<file path="src/rtl/rsa_result_serializer.sv">
// Captures a 256-bit exponentiation result on the rising edge of the core's level valid
// and streams it MSB byte first over a valid/ready byte interface.
module rsa_result_serializer #(
    parameter int BUS_WIDTH     = 256,
    parameter int BYTE_COUNT    = 32,
    parameter int COUNTER_WIDTH = 5
) (
    input  logic                 clk,
    input  logic                 reset_n,
    input  logic [BUS_WIDTH-1:0] result_in,
    input  logic                 result_valid,
    output logic [7:0]           tx_data,
    output logic                 tx_valid,
    input  logic                 tx_ready,
    output logic                 busy,
    output logic                 done,
    output logic                 overrun
);

    typedef enum logic [1:0] {
        ST_IDLE = 2'd0,
        ST_SEND = 2'd1,
        ST_DONE = 2'd2
    } state_t;

    localparam logic [COUNTER_WIDTH-1:0] LAST_CNT = COUNTER_WIDTH'(BYTE_COUNT - 1);

    state_t                 state_r, state_s;
    logic [BUS_WIDTH-1:0]   shreg_r, shreg_s;
    logic [COUNTER_WIDTH-1:0] cnt_r, cnt_s;
    logic                   valid_d_r;
    logic                   overrun_r, overrun_s;
    logic [7:0]             tx_data_r, tx_data_s;
    logic                   tx_valid_r, tx_valid_s;
    logic                   busy_r, busy_s;
    logic                   done_r, done_s;
    logic                   new_res_s;
    logic                   handshake_s;

    assign new_res_s   = result_valid & ~valid_d_r;
    assign handshake_s = tx_valid_r & tx_ready;

    // Next-state, datapath and next-output logic
    always_comb begin
        state_s   = state_r;
        shreg_s   = shreg_r;
        cnt_s     = cnt_r;
        overrun_s = overrun_r;
        case (state_r)
            ST_IDLE: begin
                if (new_res_s) begin
                    shreg_s = result_in;
                    cnt_s   = {COUNTER_WIDTH{1'b0}};
                    state_s = ST_SEND;
                end else begin
                    state_s = ST_IDLE;
                end
            end
            ST_SEND: begin
                if (new_res_s) begin
                    overrun_s = 1'b1;
                end else begin
                    overrun_s = overrun_r;
                end
                if (handshake_s) begin
                    shreg_s = {shreg_r[BUS_WIDTH-9:0], 8'h00};
                    cnt_s   = cnt_r + {{(COUNTER_WIDTH-1){1'b0}}, 1'b1};
                    if (cnt_r == LAST_CNT) begin
                        state_s = ST_DONE;
                    end else begin
                        state_s = ST_SEND;
                    end
                end else begin
                    state_s = ST_SEND;
                end
            end
            ST_DONE: begin
                if (new_res_s) begin
                    overrun_s = 1'b1;
                end else begin
                    overrun_s = overrun_r;
                end
                state_s = ST_IDLE;
            end
            default: begin
                state_s = ST_IDLE;
            end
        endcase

        // Outputs are registered from the next state so they line up with it
        tx_valid_s = (state_s == ST_SEND);
        busy_s     = (state_s == ST_SEND);
        done_s     = (state_s == ST_DONE);
        if (state_s == ST_SEND) begin
            tx_data_s = shreg_s[BUS_WIDTH-1 -: 8];
        end else begin
            tx_data_s = 8'h00;
        end
    end

    // State, datapath and output registers; valid_d resets high to ignore a stale valid
    always_ff @(posedge clk or negedge reset_n) begin
        if (!reset_n) begin
            state_r    <= ST_IDLE;
            shreg_r    <= {BUS_WIDTH{1'b0}};
            cnt_r      <= {COUNTER_WIDTH{1'b0}};
            valid_d_r  <= 1'b1;
            overrun_r  <= 1'b0;
            tx_data_r  <= 8'h00;
            tx_valid_r <= 1'b0;
            busy_r     <= 1'b0;
            done_r     <= 1'b0;
        end else begin
            state_r    <= state_s;
            shreg_r    <= shreg_s;
            cnt_r      <= cnt_s;
            valid_d_r  <= result_valid;
            overrun_r  <= overrun_s;
            tx_data_r  <= tx_data_s;
            tx_valid_r <= tx_valid_s;
            busy_r     <= busy_s;
            done_r     <= done_s;
        end
    end

    assign tx_data  = tx_data_r;
    assign tx_valid = tx_valid_r;
    assign busy     = busy_r;
    assign done     = done_r;
    assign overrun  = overrun_r;

endmodule
</file>
<file path="config.mk">
export PLATFORM = sky130hd
export DESIGN_NAME = rsa_result_serializer
export DESIGN_NICKNAME = d
export VERILOG_FILES = /design/src/rtl/rsa_result_serializer.sv
export SDC_FILE = /design/constraint.sdc
export NUM_CORES = 1
export LEC_CHECK = 0
export CAP_MARGIN = 20
export CORE_MARGIN = 8
export CORE_UTILIZATION = 48
export CTS_CLUSTER_DIAMETER = 30
export DETAILED_ROUTE_END_ITERATION = 6
export GPL_ROUTABILITY_DRIVEN = 1
export GPL_TIMING_DRIVEN = 0
export PLACE_DENSITY_LB_ADDON = 0.15
export SLEW_MARGIN = 25
export SYNTH_ARGS = -nofsm -noshare
export SYNTH_HDL_FRONTEND = slang
export SYNTH_SLANG_ARGS = --single-unit
</file>
<file path="constraint.sdc">
create_clock -name clk -period 1.7 [get_ports clk]
set_input_delay 0.34 -clock clk [delete_from_list [all_inputs] [get_ports clk]]
set_output_delay 0.34 -clock clk [all_outputs]
set_load 0.02 [all_outputs]
</file>
### After elaboration in Yosys (flattened, before gate mapping)

Index checks and enable logic that the tools add are counted.

| operators by class | value |
|---|---|
| bitwise operators | 3 |
| multiply operators | 0 |
| add/sub/neg operators | 1 |
| divide/modulo/power cells | 0 |
| reductions and logical operators | 5 |
| eq/ne operators | 7 |
| order comparisons | 0 |
| shifts and indexed selects | 0 |
| multiplexer cells | 11 |

Operators by type and width:

| kind | count |
|---|---|
| $mux W256 | 2 |
| $pmux W256 S2 | 1 |
| $mux W5 | 2 |
| $pmux W5 S2 | 1 |
| $mux W8 | 1 |
| $add A5 B1 Y5 const B | 1 |
| $eq A5 B5 Y1 const B | 1 |
| $eq A2 B1 Y1 const B | 2 |
| $eq A2 B2 Y1 const B | 2 |
| $mux W2 | 2 |
| $ne A2 B2 Y1 const B | 2 |
| $pmux W2 S2 | 1 |
| $reduce_and A3 Y1 | 1 |
| $and A1 B1 Y1 | 2 |
| $logic_not A2 Y1 | 1 |
| $reduce_and A2 Y1 | 1 |
| $reduce_bool A2 Y1 | 1 |
| $reduce_or A2 Y1 | 1 |
| $mux W1 | 1 |
| $not A1 Y1 | 1 |

| word-level totals | value |
|---|---|
| bits in latches | 0 |
| bits in registers | 275 |
| output and inout bits | 12 |
| RAM bits | 0 |
| memories kept | 0 |
| memory bits (read-only) | 0 |
| word-level logic and storage cells | 36 |
| input bits | 260 |

### Logic depth before layout (Yosys ltp)

| logic depth | value |
|---|---|
| depth after elaboration | 6 |
| depth in mapped cells | 9 |
| gate-level depth less buffers | 6 |

### Worst setup path after synthesis

OpenSTA, ideal clock, no wires.

| timing path | value |
|---|---|
| kind | register to register |
| start point | reg state_r[0] |
| end point | reg shreg_r[10] |
| required time | 1.573 ns |
| period minus slack after synthesis | 1.879 ns |
| buffers on the path | 2 |
| arrival | 1.752 ns |
| setup time | 0.127 ns |
| setup slack | -0.179 ns |
| cell stages (with the launch flop) | 7 |
| path through | dfrtp_1 ha_1 nand2b_1 a22oi_4 buf_12 buf_6 mux2_1 |

| on the way | value |
|---|---|
| word-level cells in the longest chain between the ends | 3 |

Ends and longest elaborated chain:

| element | RTL line | text |
|---|---|---|
| start, declared | 28 | `state_t state_r, state_s;` |
| start signal, assigned | 114 | `state_r <= state_s;` |
| $eq A2 B1 Y1 or $logic_not A2 Y1 (tied branches) | 49 | `case (state_r)` |
| $ne A2 B2 Y1 (no source line) or $reduce_bool A2 Y1 (tied branches) | - |  |
| $reduce_and A3 Y1 (no source line) | - |  |
| end signal, assigned | 105 | `shreg_r <= {BUS_WIDTH{1'b0}};` |
| end signal, assigned | 115 | `shreg_r <= shreg_s;` |
| end, declared | 29 | `logic [BUS_WIDTH-1:0] shreg_r, shreg_s;` |

Several ways; a longest one is shown, not always the timed one.
A chain may end at the register's enable or synchronous reset.

### Final worst setup path

| timing path | value |
|---|---|
| start point | reg state_r[0] |
| end point | reg shreg_r[90] |

Same word-level chain as after synthesis.

==> reports/qor.yml <==
fmax_ghz: 0.513
syn_area_um2: 14200
worstSetupPathType: "reg -> reg"
gp_congestion: 0.831
h-tree-depth: 3
required_ns: 2.14
dp_hpwl_um: 25900
grt_pass1_wl_um: 61300
track_usage: 0.215
synth_cells: 981
grt_pass1_vias: 11200
rows: 63
num-fill-cells: 1854
setup_violations: 258
insertion_delay_ns: 0.56
die_w_um: 188
slew_headroom: 0.651
preCtsSetupSlack_ns: -0.754
skew_ns: 0.0202
routed_wl_um: 40900
pwr_density_cell_nw_per_um2: 1680
synth_top_area_frac: 0.482
coreArea_um2: 29400
cts_buffers: 69
yosys_warnings: 0
final_antenna_net_count: 0
path_max_fanout: 10
ios: 272
drc: 0
tightest_slew_ns: 0.524
clock_sinks: 275
synth_cell_types: 35
clk_pin_slew_ns: 0.05
grt_setup_unrepaired: "yes"
whs_ns: 0.210
seq_area_frac_synth: 0.484
io_buffers: 271
die_area_um2: 35400
violations: "setup timing"
cts_root_buf: "clkbuf_16"
synth_top_area_cell: "dfrtp_1"
grt_max_degree: 92
drive_above_1_share: 0.372
clock_path_buffers: 3
dieHeight_um: 188
antenna_found_initial: 8
nets: 1640
period_minus_slack_ns: 1.95
vias: 10200
cts_tree: "yes"
synth-seq-cells: 275
maxSlewViolCount: 0
grt-ovfl-total: 0
r2r-start: "state_r[0]"
hold_class: "in -> async"
maxCapViolCount: 0
period_share: 1.15
first_pass_iters: 5
drt-vias-per-instance: 5.60
arrival_ns: 2.39
fin_area_um2: 21400
drtIter0Drc: 611
dpl_cell_area_um2: 17600
ir_drop_v: 0.00110
layout_commonest_cell: "dfrtp_1"
leakagePower_nw: 10.0
synth_nets: 1245
setup_ws_ns: -0.250
outcome: "complete, but fails checks"
wl_per_cell_um: 22.4
startpoint_type: "flop"
area.growth.synth_to_final_pct: 50.7
syn_area_per_cell_um2: 14.5
start_util: 0.484
finalHoldViolations: 0
synthTopCellsByArea: "dfrtp_1 (48%), mux2_4 (21%), a22o_1 (15%)"
cp-startpoint: "state_r[0]"
mostFrequentLayoutCells: "dfrtp_1 (272), clkdlybuf4s50_1 (258), a22o_1 (239)"
crit_path_end_kind: "flop"
-- stage by stage --
stage	util	TNS, ns	std cells	power, mW
2_1_floorplan	-	-20.34	981	17.4
3_3_place_gp	0.594	-3402.82	1642	19.8
3_5_place_dp	0.597	-176.75	1645	20.0
4_1_cts	0.699	-52.13	1789	34.6
5_1_grt	0.729	-65.06	1825	37.4
6_report	0.729	-48.74	1826	35.9
-- state kept, by name, summed over array words and instances (netlist names) --
signal / cells
busy: 1
shreg_r: 256
cnt_r: 5
state_r: 2
tx_data: 8
done: 1
valid_d_r: 1
overrun: 1
-- Yosys cell counts, drive strengths merged --
cell and instances:
nor2 3, a22o 240, nand2 8, dfstp 1, o21ai 12, or3b 1
nand3 19, and3b 1, or2 2, a21boi 8, buf 74, nand2b 2
dfrtp 274, a22oi 1, mux2 240, and2 1, nor2b 2, a21oi 2
a221oi 5, clkbuf 19, ha 4, and3 10, a21o 2, nor4bb 1
a31oi 16, inv 14, nor3b 8, mux2i 11
-- area by class of cell --
type / instances / area [um2] / area share
flip-flops and latches: 275 / 6890 / 0.321
multi-input cells: 599 / 6610 / 0.308
repair buffers: 326 / 3780 / 0.177
clock buffers: 96 / 1990 / 0.0928
plain buffers: 91 / 1180 / 0.0550
well taps: 390 / 488 / 0.0228
clock inverters: 30 / 432 / 0.0201
inverters: 14 / 52.6 / 0.00245
diodes: 5 / 12.5 / 0.000584
-- metal layers --
layer / up-vias / global-route usage / wire length, um
li1: 4601 / - / -
met1: 5153 / 0.275 / 17400
met2: 376 / 0.343 / 19800
met3: 90 / 0.0553 / 2540
met4: 6 / 0.0882 / 1150
met5: - / 0 / 31
-- worst paths after layout --
path	endpoint	slack [ns]	cells past startpoint
worst max-delay path	shreg_r[90]	-0.25	8
worst min register to register	overrun	0.46	1
worst max register to register	shreg_r[90]	-0.25	8
max in group asynchronous	shreg_r[26]	0.35	4
min in group clk	shreg_r[1]	0.34	3
worst min-delay path	shreg_r[152]	0.21	2
-- logic make-up (layout without fill, tap and decap cells) --
| family | count (synthesis) | in the layout | share of synthesized area |
|---|---|---|---|
| buffers and inverters | 107 | 557 | 0.0690 |
| other | 0 | 5 | 0 |
| adders and majority gates | 4 | 4 | 0.00352 |
| and+or+nand+nor | 58 | 58 | 0.0236 |
| AOI/OAI and AO/OA | 286 | 286 | 0.170 |
| DFF | 275 | 275 | 0.484 |
| muxes | 251 | 251 | 0.250 |
-- critical path: stages (launching register included) --
cell and delay, ns:
dfrtp_1 0.39, inv_2 0.06, ha_4 0.17, and3b_2 0.24
buf_12 0.16, buf_12 0.16, buf_8 0.14, a22o_1 0.23
mux2_4 0.27
-- repair_timing --
action | CTS | global route
pin swaps | 44 | 33
setup endpoints to repair | 285 | 278
hold buffers | 1 | 0
resized for setup | 82 | 82
buffers inserted | 10 | 13
endpoints found under the hold margin | 184 | 0
cloned | 8 | 20
-- report_power, final --
part / internal [mW] / total [mW] / leakage, nW / switching, mW
clock network: 9.38 / 13.5 / 1.17 / 4.09
logic: 7.59 / 12.6 / 5.11 / 4.96
registers: 8.60 / 9.92 / 3.76 / 1.32
total: 25.6 / 35.9 / 10.0 / 10.4
Note: power is estimated with default switching activity, not from simulation.
